[config.mk]
export PLATFORM = sky130hd
export DESIGN_NAME = decode_ctrl
export DESIGN_NICKNAME = d
export VERILOG_FILES = /design/src/rtl/core_pkg.sv /design/src/rtl/decode_ctrl_main_dec.sv /design/src/rtl/decode_ctrl.sv
export SDC_FILE = /design/constraint.sdc
export NUM_CORES = 1
export LEC_CHECK = 0
export BUFFER_PORTS_ARGS = -buffer_cell sky130_fd_sc_hd__clkbuf_2
export CORE_MARGIN = 3
export CORE_UTILIZATION = 45
export CTS_CLUSTER_SIZE = 28
export DETAILED_ROUTE_END_ITERATION = 16
export GPL_TIMING_DRIVEN = 0
export PLACE_DENSITY = 0.84
export SLEW_MARGIN = 20
export SYNTH_ARGS = -nofsm -noshare
export SYNTH_HDL_FRONTEND = slang
export SYNTH_SLANG_ARGS = --single-unit
[constraint.sdc]
create_clock -name clk_i -period 1.4 [get_ports clk_i]
set_clock_uncertainty 0.05 [all_clocks]
set_input_delay 0 -clock clk_i [delete_from_list [all_inputs] [get_ports clk_i]]
set_output_delay 0 -clock clk_i [all_outputs]
set_load 0.1 [all_outputs]
[src/rtl/core_pkg.sv]
// Shared RV32I decode types: immediate-select codes, opcodes, result-source
// encodings and the control bundle carried from decode to execute.
package core_pkg;

    typedef enum logic [2:0] {
        IMM_I  = 3'b000,
        IMM_S  = 3'b001,
        IMM_B  = 3'b010,
        IMM_J  = 3'b011,
        IMM_IU = 3'b100,
        IMM_SH = 3'b101,
        IMM_BU = 3'b110,
        IMM_U  = 3'b111
    } immsrc_e;

    localparam logic [6:0] OPC_OP     = 7'b0110011;
    localparam logic [6:0] OPC_OP_IMM = 7'b0010011;
    localparam logic [6:0] OPC_LOAD   = 7'b0000011;
    localparam logic [6:0] OPC_STORE  = 7'b0100011;
    localparam logic [6:0] OPC_BRANCH = 7'b1100011;
    localparam logic [6:0] OPC_JAL    = 7'b1101111;
    localparam logic [6:0] OPC_JALR   = 7'b1100111;
    localparam logic [6:0] OPC_LUI    = 7'b0110111;
    localparam logic [6:0] OPC_AUIPC  = 7'b0010111;
    localparam logic [6:0] OPC_FENCE  = 7'b0001111;

    localparam logic [1:0] RES_ALU = 2'b00;
    localparam logic [1:0] RES_MEM = 2'b01;
    localparam logic [1:0] RES_PC4 = 2'b10;

    typedef struct packed {
        immsrc_e    immsrc;
        logic       regwrite;
        logic       memwrite;
        logic       branch;
        logic       jump;
        logic       alusrc;
        logic [1:0] resultsrc;
    } ctrl_t;

    localparam ctrl_t CTRL_NOP = '{IMM_I, 1'b0, 1'b0, 1'b0, 1'b0, 1'b0, RES_ALU};

endpackage

[src/rtl/decode_ctrl_main_dec.sv]
// Combinational opcode/funct3 decoder producing the control bundle and an illegal flag.
// ZEXT_IMM_EN enables the zero-extended immediate selects for sltiu and bltu/bgeu.
module decode_ctrl_main_dec
    import core_pkg::*;
(
    input  logic [6:0] opcode,
    input  logic [2:0] funct3,
    output ctrl_t      ctrl,
    output logic       illegal
);

    always_comb begin
        ctrl    = CTRL_NOP;
        illegal = 1'b0;
        // Compressed/reserved encodings (low bits != 11) never reach the case below
        if (opcode[1:0] != 2'b11) begin
            illegal = 1'b1;
        end else begin
            case (opcode)
                OPC_OP: begin
                    ctrl.regwrite = 1'b1;
                end
                OPC_OP_IMM: begin
                    ctrl.regwrite = 1'b1;
                    ctrl.alusrc   = 1'b1;
                    if (funct3 == 3'b001 || funct3 == 3'b101) ctrl.immsrc = IMM_SH;
`ifdef ZEXT_IMM_EN
                    else if (funct3 == 3'b011) ctrl.immsrc = IMM_IU;
`endif
                end
                OPC_LOAD: begin
                    ctrl.regwrite  = 1'b1;
                    ctrl.alusrc    = 1'b1;
                    ctrl.resultsrc = RES_MEM;
                end
                OPC_STORE: begin
                    ctrl.immsrc   = IMM_S;
                    ctrl.memwrite = 1'b1;
                    ctrl.alusrc   = 1'b1;
                end
                OPC_BRANCH: begin
                    ctrl.immsrc = IMM_B;
                    ctrl.branch = 1'b1;
`ifdef ZEXT_IMM_EN
                    if (funct3[2:1] == 2'b11) ctrl.immsrc = IMM_BU;
`endif
                end
                OPC_JAL: begin
                    ctrl.immsrc    = IMM_J;
                    ctrl.jump      = 1'b1;
                    ctrl.regwrite  = 1'b1;
                    ctrl.resultsrc = RES_PC4;
                end
                OPC_JALR: begin
                    ctrl.jump      = 1'b1;
                    ctrl.regwrite  = 1'b1;
                    ctrl.alusrc    = 1'b1;
                    ctrl.resultsrc = RES_PC4;
                end
                OPC_LUI, OPC_AUIPC: begin
                    ctrl.immsrc   = IMM_U;
                    ctrl.regwrite = 1'b1;
                    ctrl.alusrc   = 1'b1;
                end
                OPC_FENCE: ;
                default: illegal = 1'b1;
            endcase
        end
    end

endmodule

[src/rtl/decode_ctrl.sv]
// Decode-stage controller: D-stage register with fetch/execute handshakes and an
// illegal-instruction trap state. Build option: ZEXT_IMM_EN (see main decoder).
module decode_ctrl
    import core_pkg::*;
(
    input  logic        clk_i,
    input  logic        rst_ni,
    input  logic [31:0] instrF_i,
    input  logic        validF_i,
    output logic        readyF_o,
    input  logic        flushD_i,
    output logic [24:0] instrD_o,
    output logic [2:0]  immsrcD_o,
    output logic        regwriteD_o,
    output logic        memwriteD_o,
    output logic        branchD_o,
    output logic        jumpD_o,
    output logic        alusrcD_o,
    output logic [1:0]  resultsrcD_o,
    output logic        validE_o,
    input  logic        readyE_i,
    output logic        illegal_o,
    input  logic        trap_ack_i
);

    // Encoding chosen so validE_o and illegal_o are direct register bits
    typedef enum logic [1:0] {
        EMPTY = 2'b00,
        VALID = 2'b01,
        TRAP  = 2'b10
    } state_e;

    state_e      state;
    ctrl_t       ctrl_q;
    logic [24:0] instr_q;
    ctrl_t       dec_ctrl;
    logic        dec_illegal;
    logic        accept;

    decode_ctrl_main_dec u_main_dec (
        .opcode  (instrF_i[6:0]),
        .funct3  (instrF_i[14:12]),
        .ctrl    (dec_ctrl),
        .illegal (dec_illegal)
    );

    assign readyF_o = !flushD_i && (state == EMPTY || (state == VALID && readyE_i));
    assign accept   = validF_i && readyF_o;

    always_ff @(posedge clk_i or negedge rst_ni) begin
        if (!rst_ni) begin
            state   <= EMPTY;
            ctrl_q  <= CTRL_NOP;
            instr_q <= '0;
        end else if (flushD_i) begin
            state  <= EMPTY;
            ctrl_q <= CTRL_NOP;
        end else begin
            case (state)
                EMPTY, VALID: begin
                    if (accept) begin
                        state   <= dec_illegal ? TRAP : VALID;
                        ctrl_q  <= dec_ctrl;
                        instr_q <= instrF_i[31:7];
                    end else if (state == VALID && readyE_i) begin
                        // Consumed with nothing behind it: fields hold, only valid drops
                        state <= EMPTY;
                    end
                end
                TRAP: begin
                    if (trap_ack_i) begin
                        state  <= EMPTY;
                        ctrl_q <= CTRL_NOP;
                    end
                end
                default: state <= EMPTY;
            endcase
        end
    end

    assign instrD_o     = instr_q;
    assign immsrcD_o    = ctrl_q.immsrc;
    assign regwriteD_o  = ctrl_q.regwrite;
    assign memwriteD_o  = ctrl_q.memwrite;
    assign branchD_o    = ctrl_q.branch;
    assign jumpD_o      = ctrl_q.jump;
    assign alusrcD_o    = ctrl_q.alusrc;
    assign resultsrcD_o = ctrl_q.resultsrc;
    assign validE_o     = state[0];
    assign illegal_o    = state[1];

endmodule

==> results.py <==
metrics = {
    "outcome": {
        "status": "finished, violations left",
        "violations": "negative setup slack",
    },
    "timing": {
        "setup_viol": 8,
        "hold_violations": 0,
        "finalWorstSetupSlack_ns": -0.0214,
        "setup_tns_ns": -0.0678,
        "worstMarginPinSlew_ns": 0.880,
        "final_max_slew_viol_count": 0,
        "slew_headroom": 0.414,
        "min_period_ns": 1.42,
        "max_freq_ghz": 0.704,
        "rsz0062_at_grt": "yes",
        "period_share": 1.02,
    },
    "critical_path": {
        "end_kind": "flip-flop",
        "required_ns": 1.57,
        "worstSetupPathType": "reg2reg",
        "cp_max_fo": 10,
        "r2r_cells": 5,
        "arrival_ns": 1.59,
        "worstSetupStartpointType": "flip-flop",
    },
    "power_and_ir_drop": {
        "leakage_nw": 1.24,
        "power.total_w": 0.00384,
        "p_per_area_mw_per_mm2": 1500,
        "ir_worst_vdd_mv": 1.27,
    },
    "clocking": {
        "cts.sinks": 37,
        "cts_buffers": 5,
        "clock_latency_ns": 0.28,
        "cts_buffer_depth": 2,
        "path_clk_slew_ns": 0.07,
        "htreeDepth": 2,
        "cts_tree": "done",
        "root_buffer": "clkbuf_8",
    },
    "die": {
        "die_x_um": 67.2,
        "die_h_um": 67.2,
        "core_mm2": 0.00347,
        "dieArea_mm2": 0.00452,
        "start_util": 0.486,
        "num_io_pins": 76,
        "rows": 21,
    },
    "detailed_routing": {
        "drc": 0,
        "drtAntennaViolNets": 0,
        "wl_per_cell_um": 14.8,
        "initialDrtViolationCount": 71,
        "totalWireLength_mm": 4.15,
        "via_per_inst": 4.98,
        "firstDrtPassIters": 4,
        "routed-via-count": 1393,
    },
    "layout": {
        "final_area_mm2": 0.00256,
        "area_growth_pct": 51.9,
        "nets": 271,
        "n_antenna_cell": 0,
        "multiInputGateArea_um2": 742,
        "fillCellCount": 242,
        "mostFrequentLayoutCell": "clkbuf_2",
        "drive_above_1_share": 0.547,
        "mostFrequentLayoutCells": "clkbuf_2, dfrtp_1, dlygate4sd3_1",
        "stdcell_count": 280,
        "register_area_um2": 933,
    },
    "min_path": {
        "whs_path_depth": 3,
        "min_path_type": "in2reg",
    },
    "yosys": {
        "synth_top_area_cell": "dfrtp_1",
        "syn_avg_cell_area_um2": 13.6,
        "synthDistinctLibCells": 33,
        "netlist_instances": 124,
        "synth_nets": 162,
        "yosys.area.top_type_share": 0.549,
        "synth-seq-area-share": 0.549,
        "ys_ff_latch": 37,
        "yosysWarnings": 0,
        "yosys-top-cells-area": "dfrtp_1, mux2_2, a22o_1, nor2b_1, a2111oi_4",
        "synth_area_mm2": 0.00169,
    },
    "run": {
        "cap_violations": 0,
    },
    "place": {
        "pre_cts_ws_ns": -0.0924,
        "dp_hpwl_mm": 2.74,
        "gp_congestion": 0.810,
        "numPortBuffers": 72,
        "place_area_mm2": 0.00214,
        "placed_cells": 242,
    },
    "global_routing": {
        "grt_pass1_wl_mm": 6.56,
        "grt_start_max_net_pins": 38,
        "grt.overflow.total": 0,
        "grt_pass1_vias": 1450,
        "antenna_found_initial": 0,
        "grt_usage": 0.193,
    },
}
==> cell type report <==
| cell class | count | share of cell area |
|---|---|---|
| Multi-Input combinational cell | 79 | 0.290 |
| Tap cell | 46 | 0.0225 |
| Clock inverter | 3 | 0.00684 |
| Buffer | 7 | 0.0259 |
| Sequential cell | 37 | 0.364 |
| Inverter | 1 | 0.00146 |
| Clock buffer | 5 | 0.0269 |
| Timing Repair Buffer | 102 | 0.263 |
==> timing repair <==
item / CTS / global route
hold buffers: 28 / 0
pin swaps: 2 / 7
resized for setup: 3 / 6
setup endpoints to repair: 14 / 36
hold endpoints to repair: 64 / 0
buffers inserted: 2 / 0
==> final timing paths <==
path | from | endpoint | slack (ns)
worst max-delay path | state[1] | branchD_o | -0.02
worst min-delay path | instrF_i[3] | alusrcD_o | 0.07
worst max register to register | state[1] | branchD_o | -0.02
worst min register to register | resultsrcD_o[1] | resultsrcD_o[1] | 0.43
max in group asynchronous | rst_ni | state[1] | 0.34
min in group asynchronous | rst_ni | instrD_o[15] | 0.32
==> critical path: stages (launching register included) <==
cell and delay (ns):
dfrtp_4 0.51, nor2_4 0.14, nand3_4 0.10, buf_12 0.16, nor3_4 0.21, a32o_1 0.19
==> cells by family after synthesis <==
family	Yosys count	synth area share
flip-flops	37	0.549
AND/OR/NAND/NOR	29	0.116
AO/OA/AOI/OAI	25	0.134
multiplexers	25	0.167
buffers and inverters	8	0.0334
==> registers in the layout, summed over array words and instances (netlist names) <==
signal / cells
state: 2
branchD_o: 1
resultsrcD_o: 2
regwriteD_o: 1
memwriteD_o: 1
alusrcD_o: 1
jumpD_o: 1
instrD_o: 25
immsrcD_o: 3
==> synthesized netlist by cell type <==
| cell | count |
|---|---|
| a32o_1 | 2 |
| o21ai_0 | 3 |
| buf_2 | 3 |
| nand3_2 | 1 |
| buf_4 | 2 |
| buf_6 | 2 |
| nor2_2 | 1 |
| a31oi_1 | 2 |
| nor2b_1 | 5 |
| and2_1 | 1 |
| inv_1 | 1 |
| mux2_2 | 25 |
| nor2_1 | 5 |
| a21oi_1 | 3 |
| o32ai_1 | 1 |
| a21o_1 | 2 |
| o31ai_1 | 1 |
| nor2b_2 | 1 |
| a22o_1 | 6 |
| nor3b_1 | 2 |
| nor3_1 | 3 |
| nor3b_4 | 1 |
| o2bb2ai_1 | 1 |
| a2111oi_4 | 1 |
| nand2b_2 | 1 |
| a31o_1 | 1 |
| dfrtp_1 | 37 |
| nor3_2 | 1 |
| nor4b_4 | 1 |
| nand3_1 | 1 |
| nand2_1 | 5 |
| a221oi_4 | 1 |
| a221oi_1 | 1 |
==> through the flow <==
step	hold slack, ns	utilization
global route	0.0738	0.739
CTS	0.0476	0.732
global placement	0.118	0.618
finish	0.0696	0.739
floorplan	-0.346	-
detailed placement	0.116	0.618
==> power by group <==
group / internal, W / leakage [nW] / switching, W
clock: 0.000343 / 0.0439 / 0.000376
sequential: 0.00122 / 0.457 / 0.0000816
combinational: 0.000376 / 0.742 / 0.00144
==> metal layers <==
layer / wire length [um] / up-vias / track usage
li1: - / 670 / -
met1: 1580 / 675 / 0.231
met2: 2340 / 44 / 0.350
met3: 188 / 4 / 0.0250
met4: 47 / 0 / 0.0759
met5: 0 / - / 0
Power figures use the tool's default switching activity.
